$ cat src/rtl/click_decoder.sv
// Groups debounced press pulses within a gap window into single/double/triple click events
// and presents them on a valid/ready handshake. Optional macro TRIPLE_CLICK_EN enables triple clicks.
module click_decoder #(
  parameter int WINDOW_CYCLES = 25_000_000,
  parameter int CNT_W         = 25
) (
  input  logic       clk,
  input  logic       reset,
  input  logic       pulse,
  input  logic       evt_ready,
  output logic       evt_valid,
  output logic [1:0] evt_code,
  output logic       overrun,
  output logic       busy
);

`ifdef TRIPLE_CLICK_EN
  localparam logic [1:0] MAX_CNT = 2'd3;
`else
  localparam logic [1:0] MAX_CNT = 2'd2;
`endif
  localparam logic [CNT_W-1:0] TIMER_TOP = CNT_W'(WINDOW_CYCLES - 1);

  typedef enum logic [1:0] {ST_IDLE, ST_WAIT, ST_HOLD} state_t;

  state_t           state_reg, state_next;
  logic [1:0]       count_reg, count_next;
  logic [CNT_W-1:0] timer_reg, timer_next;
  logic             evt_valid_reg, evt_valid_next;
  logic [1:0]       evt_code_reg, evt_code_next;
  logic             overrun_reg, overrun_next;
  logic             busy_reg, busy_next;

  // The group completes immediately when the incoming pulse reaches the maximum count.
  logic last_pulse;
  logic window_end;
  assign last_pulse = (count_reg + 2'd1) == MAX_CNT;
  assign window_end = timer_reg == TIMER_TOP;

  always_ff @(posedge clk) begin
    if (reset) begin
      state_reg     <= ST_IDLE;
      count_reg     <= '0;
      timer_reg     <= '0;
      evt_valid_reg <= 1'b0;
      evt_code_reg  <= 2'b00;
      overrun_reg   <= 1'b0;
      busy_reg      <= 1'b0;
    end else begin
      state_reg     <= state_next;
      count_reg     <= count_next;
      timer_reg     <= timer_next;
      evt_valid_reg <= evt_valid_next;
      evt_code_reg  <= evt_code_next;
      overrun_reg   <= overrun_next;
      busy_reg      <= busy_next;
    end
  end

  always_comb begin
    state_next = state_reg;
    unique case (state_reg)
      ST_IDLE: if (pulse) state_next = ST_WAIT;
      ST_WAIT: begin
        if (pulse) begin
          if (last_pulse) state_next = ST_HOLD;
        end else if (window_end) begin
          state_next = ST_HOLD;
        end
      end
      ST_HOLD: if (evt_ready) state_next = ST_IDLE;
      default: state_next = ST_IDLE;
    endcase
  end

  always_comb begin
    count_next     = count_reg;
    timer_next     = timer_reg;
    evt_valid_next = evt_valid_reg;
    evt_code_next  = evt_code_reg;
    overrun_next   = 1'b0;
    unique case (state_reg)
      ST_IDLE: begin
        if (pulse) begin
          count_next = 2'd1;
          timer_next = '0;
        end
      end
      ST_WAIT: begin
        // A pulse on the timeout cycle still joins the group.
        if (pulse) begin
          if (last_pulse) begin
            count_next     = MAX_CNT;
            evt_code_next  = MAX_CNT;
            evt_valid_next = 1'b1;
          end else begin
            count_next = count_reg + 2'd1;
            timer_next = '0;
          end
        end else if (window_end) begin
          evt_code_next  = count_reg;
          evt_valid_next = 1'b1;
        end else begin
          timer_next = timer_reg + CNT_W'(1);
        end
      end
      ST_HOLD: begin
        overrun_next = pulse;
        if (evt_ready) begin
          evt_valid_next = 1'b0;
          evt_code_next  = 2'b00;
          count_next     = '0;
          timer_next     = '0;
        end
      end
      default: begin
        count_next     = '0;
        timer_next     = '0;
        evt_valid_next = 1'b0;
        evt_code_next  = 2'b00;
      end
    endcase
    busy_next = state_next != ST_IDLE;
  end

  assign evt_valid = evt_valid_reg;
  assign evt_code  = evt_code_reg;
  assign overrun   = overrun_reg;
  assign busy      = busy_reg;

endmodule
$ cat config.mk
export PLATFORM = sky130hd
export DESIGN_NAME = click_decoder
export DESIGN_NICKNAME = d
export VERILOG_FILES = /design/src/rtl/click_decoder.sv
export SDC_FILE = /design/constraint.sdc
export NUM_CORES = 1
export LEC_CHECK = 0
export CAP_MARGIN = 10
export CORE_MARGIN = 1.5
export CORE_UTILIZATION = 46
export DETAILED_ROUTE_END_ITERATION = 7
export HOLD_SLACK_MARGIN = 0.02
export PLACE_DENSITY = 0.6
export SLEW_MARGIN = 20
export SYNTH_ARGS = -nofsm -noshare
export SYNTH_HDL_FRONTEND = slang
export SYNTH_SLANG_ARGS = --single-unit
$ cat constraint.sdc
create_clock -name clk -period 3.4 [get_ports clk]
set_input_delay 0.68 -clock clk [delete_from_list [all_inputs] [get_ports clk]]
set_output_delay 0.68 -clock clk [all_outputs]
set_load 0.05 [all_outputs]
Word-level counts from Yosys, hierarchy flattened
Cells that the tools add are included.
{ "op_classes": {"n_addsub": 2, "n_eq_ne": 11, "mux": 26, "bitwise": 2, "reduce_logical": 6} }
{ "ops": {"columns": ["cell", "n"], "rows": [
  ["$mux 25", 5],
  ["$pmux 25 s3", 1],
  ["$add 25x1->25 const B", 1],
  ["$eq 25x25->1 const B", 1],
  ["$mux 2", 12],
  ["$pmux 2 s3", 3],
  ["$ne 3x3->1 const B", 4],
  ["$reduce_and 4->1", 2],
  ["$ne 2x2->1 const B", 3],
  ["$eq 2x2->1 const B", 2],
  ["$mux 1", 4],
  ["$pmux 1 s3", 1],
  ["$reduce_and 3->1", 1],
  ["$add 2x1->2 const B", 1],
  ["$eq 2x1->1 const B", 1],
  ["$logic_not 2->1", 1],
  ["$not 1->1", 2],
  ["$reduce_bool 2->1", 1],
  ["$reduce_or 2->1", 1]
]} }
{ "word_totals": {"ff_bits": 34, "in_bits": 4, "out_inout_bits": 5} }

Logic depth before layout (Yosys ltp)
Gate-level depths: netlist (run 1).
{ "depth": {"ltp_word": 6, "mapped_depth": 8, "depth_no_buf": 8} }

Worst setup path after synthesis (run 1)
OpenSTA, ideal clock, no wires.
{ "synth_timing": {"path_kind": "input port to flip-flop", "start": "input port pulse", "end": "register timer_reg[21]", "setup_time_ns": 0.128, "arrival_ns": 2.346, "required_ns": 3.272, "slack_ns": 0.926, "cell_stages": 7, "cell_sequence": "clkbuf_1 -> a21boi_0 -> o21ai_1 -> a211oi_1 -> nand4_1 -> xor2_1 -> nor2_1"} }
{ "synth_via": {"elab_chain_cells": 2} }
{ "synth_rtl": {"columns": ["item", "line", "text"], "rows": [
  ["from (decl)", "9", "input logic pulse,"],
  ["$ne 3x3->1 (no source line) (tied with other cells)", null, null],
  ["$reduce_and 4->1 (no source line) / $pmux 25 s3 (equally long branches)", null, null],
  ["to (signal assigned)", "52", "timer_reg <= timer_next;"],
  ["to (decl)", "28", "logic [CNT_W-1:0] timer_reg, timer_next;"]
]} }
Parallel ways exist; a longest one is shown, timed or not.
A chain may end at the register's enable or synchronous reset.

Worst setup path in the final report (run 1)
{ "layout_timing": {"start": "register timer_reg[17]", "end": "register evt_code_reg[0] (netlist: evt_code[0])"} }
{ "layout_via": {"elab_chain_cells": 3} }
{ "layout_rtl": {"columns": ["item", "line", "text"], "rows": [
  ["$eq 25x25->1", "38", "assign window_end = timer_reg == TIMER_TOP;"],
  ["$ne 3x3->1 (no source line)", null, null],
  ["$reduce_and 4->1 (no source line)", null, null],
  ["to (signal assigned)", "54", "evt_code_reg <= evt_code_next;"],
  ["to (decl)", "30", "logic [1:0] evt_code_reg, evt_code_next;"]
]} }
Every way passes these cells.

==> results.json, run 1 <==
{
  "viasPerCell": 5.52,
  "place.detailed.hpwl_um": 2430,
  "hold_end": "evt_valid",
  "crit_type": "flop to flop",
  "post_cts_buffers": 0,
  "worst_slew_pin_slew_ns": 0.695,
  "grt_pass1_wl_um": 6080,
  "power.density_nw_per_um2": 371,
  "tns_ns": 0,
  "rr_startpoint": "timer_reg[17]",
  "final.min_clock_period_ns": 2.71,
  "rows": 21,
  "diodes": 0,
  "antenna_found_initial": 0,
  "finalHoldViolations": 0,
  "dr.pass1.iters": 4,
  "wl_um": 3440,
  "ys_types": 44,
  "grt_overflow": 0,
  "synth_edf_count": 0,
  "drt_iter0_markers": 63,
  "initial_core_util_pct": 48.5,
  "finalPower_mw": 0.679,
  "die_w_um": 62.8,
  "p_int_mw": 0.504,
  "synth_fp_nets": 201,
  "maxSlewHeadroom_pct": 53.6,
  "multi_input_area_um2": 911,
  "holdWs_ns": 0.466,
  "fmax_mhz": 369,
  "rsz0062_at_grt": "false",
  "p_clk_share_pct": 30.4,
  "p_sw_mw": 0.174,
  "hold_depth": 2,
  "worstHoldStart": "evt_valid",
  "die_h_um": 62.8,
  "cts_resized": 0,
  "syn-instance-count": 195,
  "grt_max_degree": 15,
  "finalClockSkew_ns": 0.0105,
  "r2r_slack_ns": 0.69,
  "cts.sinks": 34,
  "drive_gt1_share_pct": 9.71,
  "pwr-share-seq_pct": 60.4,
  "grt_pass1_vias": 1307,
  "vias": 1392,
  "finalCritPeriodShare_pct": 79.6,
  "cts_buffers": 5,
  "wl_per_cell_um": 13.6,
  "cp_max_fo": 4,
  "placedCellCount": 245,
  "final_max_slew_viol_count": 0,
  "power_leakage_nw": 0.600,
  "final_common_cell": "dfxtp_1",
  "clockRootBuffer": "clkbuf_4",
  "synth_flop_cell": "dfxtp_1",
  "finalNonFillerCells": 252,
  "gp_congestion": 0.798,
  "largest_reg_flops": 25,
  "combPwrFrac_pct": 9.1,
  "endpoint_kind": "flop",
  "vdd_drop_max_mv": 0.245,
  "cts_buffer_depth": 2,
  "startpoint_type": "flop",
  "ant_nets": 0,
  "die_area_um2": 3940,
  "swShare_pct": 25.7,
  "hp-class": "flop to flop",
  "syn_area_um2": 1650,
  "worstPathArrival_ns": 2.99,
  "area_delta_synth_final_pct": 11.3,
  "dpl_cell_area_um2": 1790,
  "clk_latency_ns": 0.35,
  "slowest_delay_ns": 0.57,
  "ctsHtreeMaxLevel": 2,
  "drcViolationCount": 0,
  "crit_slowest_cell": "or4_4",
  "most-common-layout-cells": "34 x dfxtp_1, 24 x nor2_1, 19 x nand2_1",
  "status": "completed",
  "reg2reg_to": "evt_code[0]",
  "design_area_um2": 1830,
  "track_usage_pct": 19.7,
  "async_flop_share_pct": 0,
  "yosysSeqAreaShare_pct": 41.4,
  "setup_viol": 0,
  "ios": 9,
  "ys_ff_latch": 34,
  "worstRegToRegCells": 6,
  "clkSlewWorstSetupHoldPaths_ns": 0.10,
  "syn-mean-instance-area_um2": 8.44,
  "max-cap-violations": 0,
  "cts_tree": "done",
  "cts_hold_buf": 0,
  "required_ns": 3.68,
  "nNetsFinal": 212,
  "cp_cell_sequence": "or4b_1 -> or4_4 -> o41ai_2 -> a21oi_1 -> or3b_1 -> a21oi_2",
  "core-area_um2": 3390,
  "nFillCells": 322,
  "seq_area_um2": 681,
  "yosysWarningCount": 0,
  "io_buffers": 8
}
-- power by group through the flow --
stage	Sequential (mW)	Clock (mW)	Combinational (mW)
global route	0.411	0.229	0.0689
CTS	0.410	0.214	0.0626
detailed placement	0.419	0	0.0623
floorplan	0.422	0	0.0387
finish	0.410	0.207	0.0620
global placement	0.419	0	0.0611
-- worst max-delay path, delay by kind of cell (launching register included) --
kind	cells	cell delay [ns]
compound gates	3	0.71
flops	1	0.36
simple gates	3	1.57
-- Yosys cell counts, types with 2 or more instances --
cell type	n	area (um^2)
dfxtp_1	34	681
nor2_1	24	90.1
nand2_1	19	71.3
a21oi_1	15	75.1
nand3_1	11	55.1
o21ai_0	9	45.0
xnor2_1	8	70.1
nand4_1	7	43.8
xor2_1	7	61.3
clkbuf_1	6	22.5
or3_1	6	37.5
inv_1	5	18.8
a211oi_1	4	30.0
and3_1	4	25.0
and4_1	3	26.3
a21boi_0	2	15.0
buf_2	2	10.0
ha_1	2	25.0
nand2b_1	2	12.5
-- worst max-delay path by stage --
| stage | end | cells after the start | slack, ns | startpoint |
|---|---|---|---|---|
| 2_1_floorplan | timer_reg[21] | 7 | 0.93 | pulse |
| 3_3_place_gp | timer_reg[21] | 7 | 0.41 | pulse |
| 3_5_place_dp | evt_code[0] | 6 | 0.73 | timer_reg[17] |
| 4_1_cts | evt_code[0] | 6 | 0.70 | timer_reg[17] |
| 5_1_grt | timer_reg[8] | 6 | 0.61 | timer_reg[17] |
| 6_report | evt_code[0] | 6 | 0.69 | timer_reg[17] |
-- final cells by class --
| cell class | count | area share [%] |
|---|---|---|
| Timing Repair Buffer | 13 | 6.43 |
| Inverter | 5 | 1.03 |
| Multi-Input combinational cell | 147 | 49.8 |
| Sequential cell | 34 | 37.2 |
| Tap cell | 46 | 3.14 |
| Clock buffer | 7 | 2.46 |
-- through the flow --
step / setup WS, ns / util [%]
after global placement: 0.409 / 52.5
after global routing: 0.610 / 54.0
after floorplan: 0.926 / -
after CTS: 0.696 / 54.0
after detailed placement: 0.734 / 52.7
final: 0.693 / 54.0
-- cells by family after synthesis --
| logic type | count (synthesis) | synth area share [%] |
|---|---|---|
| buffers and inverters | 14 | 3.57 |
| AND/OR/NAND/NOR | 89 | 28.2 |
| XOR/XNOR | 15 | 7.99 |
| AO/OA/AOI/OAI | 41 | 17.3 |
| flip-flops | 34 | 41.4 |
| adder cells (fa/ha/maj) | 2 | 1.52 |
-- routing by layer --
layer  track usage [%]  up-vias  share of wire, %
met5                 0        -                 0
met4              7.50        0               1.8
met3              6.13        6               4.7
met2              29.6       31                43
met1              26.5      637                50
li1                  -      718                 -
(Power assumes the default switching activity.)
==> run 2, diff against run 1 <==
- PLACE_DENSITY: 0.6 -> 0.62
- clock period: 3.4 -> 2.15 ns (I/O delays scaled with it)
==> results.json, run 2 (synthesis results as in run 1) <==
{
  "status": "finished with violations",
  "violations": "setup timing",
  "finalWorstSetupSlack_ns": -0.237,
  "vdd_drop_max_mv": 0.369,
  "worst_slew_pin_slew_ns": 0.500,
  "clockRootBuffer": "clkbuf_4",
  "nNetsFinal": 235,
  "most-common-layout-cells": "32 x dfxtp_1, 25 x buf_4, 24 x nor2_1",
  "final_max_slew_viol_count": 0,
  "drive_gt1_share_pct": 26.5,
  "rows": 21,
  "drcViolationCount": 0,
  "track_usage_pct": 21.4,
  "place.detailed.hpwl_um": 2760,
  "area_delta_synth_final_pct": 28.4,
  "largest_reg_flops": 25,
  "place_ws_ns": -0.205,
  "wl_um": 3970,
  "finalHoldViolations": 0,
  "wl_per_cell_um": 14.4,
  "diodes": 0,
  "grt_max_degree": 23,
  "power_leakage_nw": 0.765,
  "ios": 9,
  "clkSlewWorstSetupHoldPaths_ns": 0.11,
  "setup_viol": 21,
  "gp_congestion": 0.820,
  "cp_max_fo": 3,
  "cts_tree": "done",
  "die_h_um": 62.8,
  "endpoint_kind": "flop",
  "finalCritPeriodShare_pct": 111,
  "viasPerCell": 5.40,
  "worstPathArrival_ns": 2.67,
  "die_w_um": 62.8,
  "rsz0062_at_grt": "true",
  "clk_latency_ns": 0.35,
  "ant_nets": 0,
  "antenna_found_initial": 0,
  "dr.pass1.iters": 4,
  "required_ns": 2.44,
  "final_common_cell": "dfxtp_1",
  "grt_pass1_wl_um": 6620,
  "core-area_um2": 3390,
  "crit_type": "flop to flop",
  "grt_overflow": 0,
  "max-cap-violations": 0,
  "maxSlewHeadroom_pct": 66.6,
  "io_buffers": 8,
  "hp-class": "flop to flop",
  "cts.sinks": 34,
  "vias": 1490,
  "cts_buffer_depth": 2,
  "fmax_mhz": 419,
  "startpoint_type": "flop",
  "cts_hold_buf": 0,
  "die_area_um2": 3940,
  "final.min_clock_period_ns": 2.39,
  "cts_buffers": 5,
  "initial_core_util_pct": 48.5,
  "finalClockSkew_ns": 0.00941,
  "power.density_nw_per_um2": 551,
  "holdWs_ns": 0.464,
  "ctsHtreeMaxLevel": 2,
  "drt_iter0_markers": 74,
  "grt_pass1_vias": 1411
}
run 2: worst max-delay path: stages, from the launching register on:
cell and delay [ns]:
dfxtp_2 0.33, or4b_1 0.51, or4_4 0.58, o41ai_4 0.27
a21oi_2 0.10, or3b_4 0.40, a21oi_2 0.13
run 2: stage by stage:
stage	setup TNS, ns	utilization (%)	power, mW	std cells	cell area, um^2
after floorplan	-2.33	-	0.733	195	1670
after global placement	-1.68	58.2	0.776	266	1970
after detailed placement	-2.62	58.2	0.779	266	1970
after CTS	-3.29	61.4	1.17	275	2080
after global routing	-5.74	62.3	1.22	276	2110
final	-3.55	62.3	1.16	276	2110
run 2: repair_timing:
action | 4_1_cts | 5_1_grt
pin swaps | 9 | 7
gates resized for setup | 14 | 6
endpoints found under the setup margin | 21 | 22
gates cloned | 0 | 1
setup buffers | 1 | 1
run 2: path summary, 6_finish.rpt:
kind / startpoint / endpoint / slack, ns / depth (start not counted)
min: state_reg[0] / overrun / 0.46 / 1
min reg2reg: state_reg[0] / overrun / 0.46 / 1
max reg2reg: timer_reg[17] / evt_code[0] / -0.24 / 6
max: timer_reg[17] / evt_code[0] / -0.24 / 6
run 2: layout make-up:
class / instances / area (um^2)
Clock buffer: 7 / 55.1
Clock inverter: 1 / 5.00
Fill cell: 302 / 1280
Inverter: 5 / 18.8
Multi-Input combinational cell: 148 / 993
Sequential cell: 34 / 683
Tap cell: 46 / 57.6
Timing Repair Buffer: 35 / 299
run 2: routing by layer:
| layer | GRT usage [%] | part of all wire [%] | vias up |
|---|---|---|---|
| met5 | 0 | 0 | - |
| met4 | 10.3 | 1.9 | 0 |
| met3 | 4.68 | 2.9 | 7 |
| met2 | 33.1 | 47 | 21 |
| met1 | 28.4 | 48 | 701 |
| li1 | - | - | 761 |
run 2: power breakdown:
part | internal (mW) | total (mW) | switching, mW
sequential | 0.638 | 0.645 | 0.00749
clock | 0.158 | 0.381 | 0.223
combinational | 0.0580 | 0.137 | 0.0785
total | 0.854 | 1.16 | 0.309
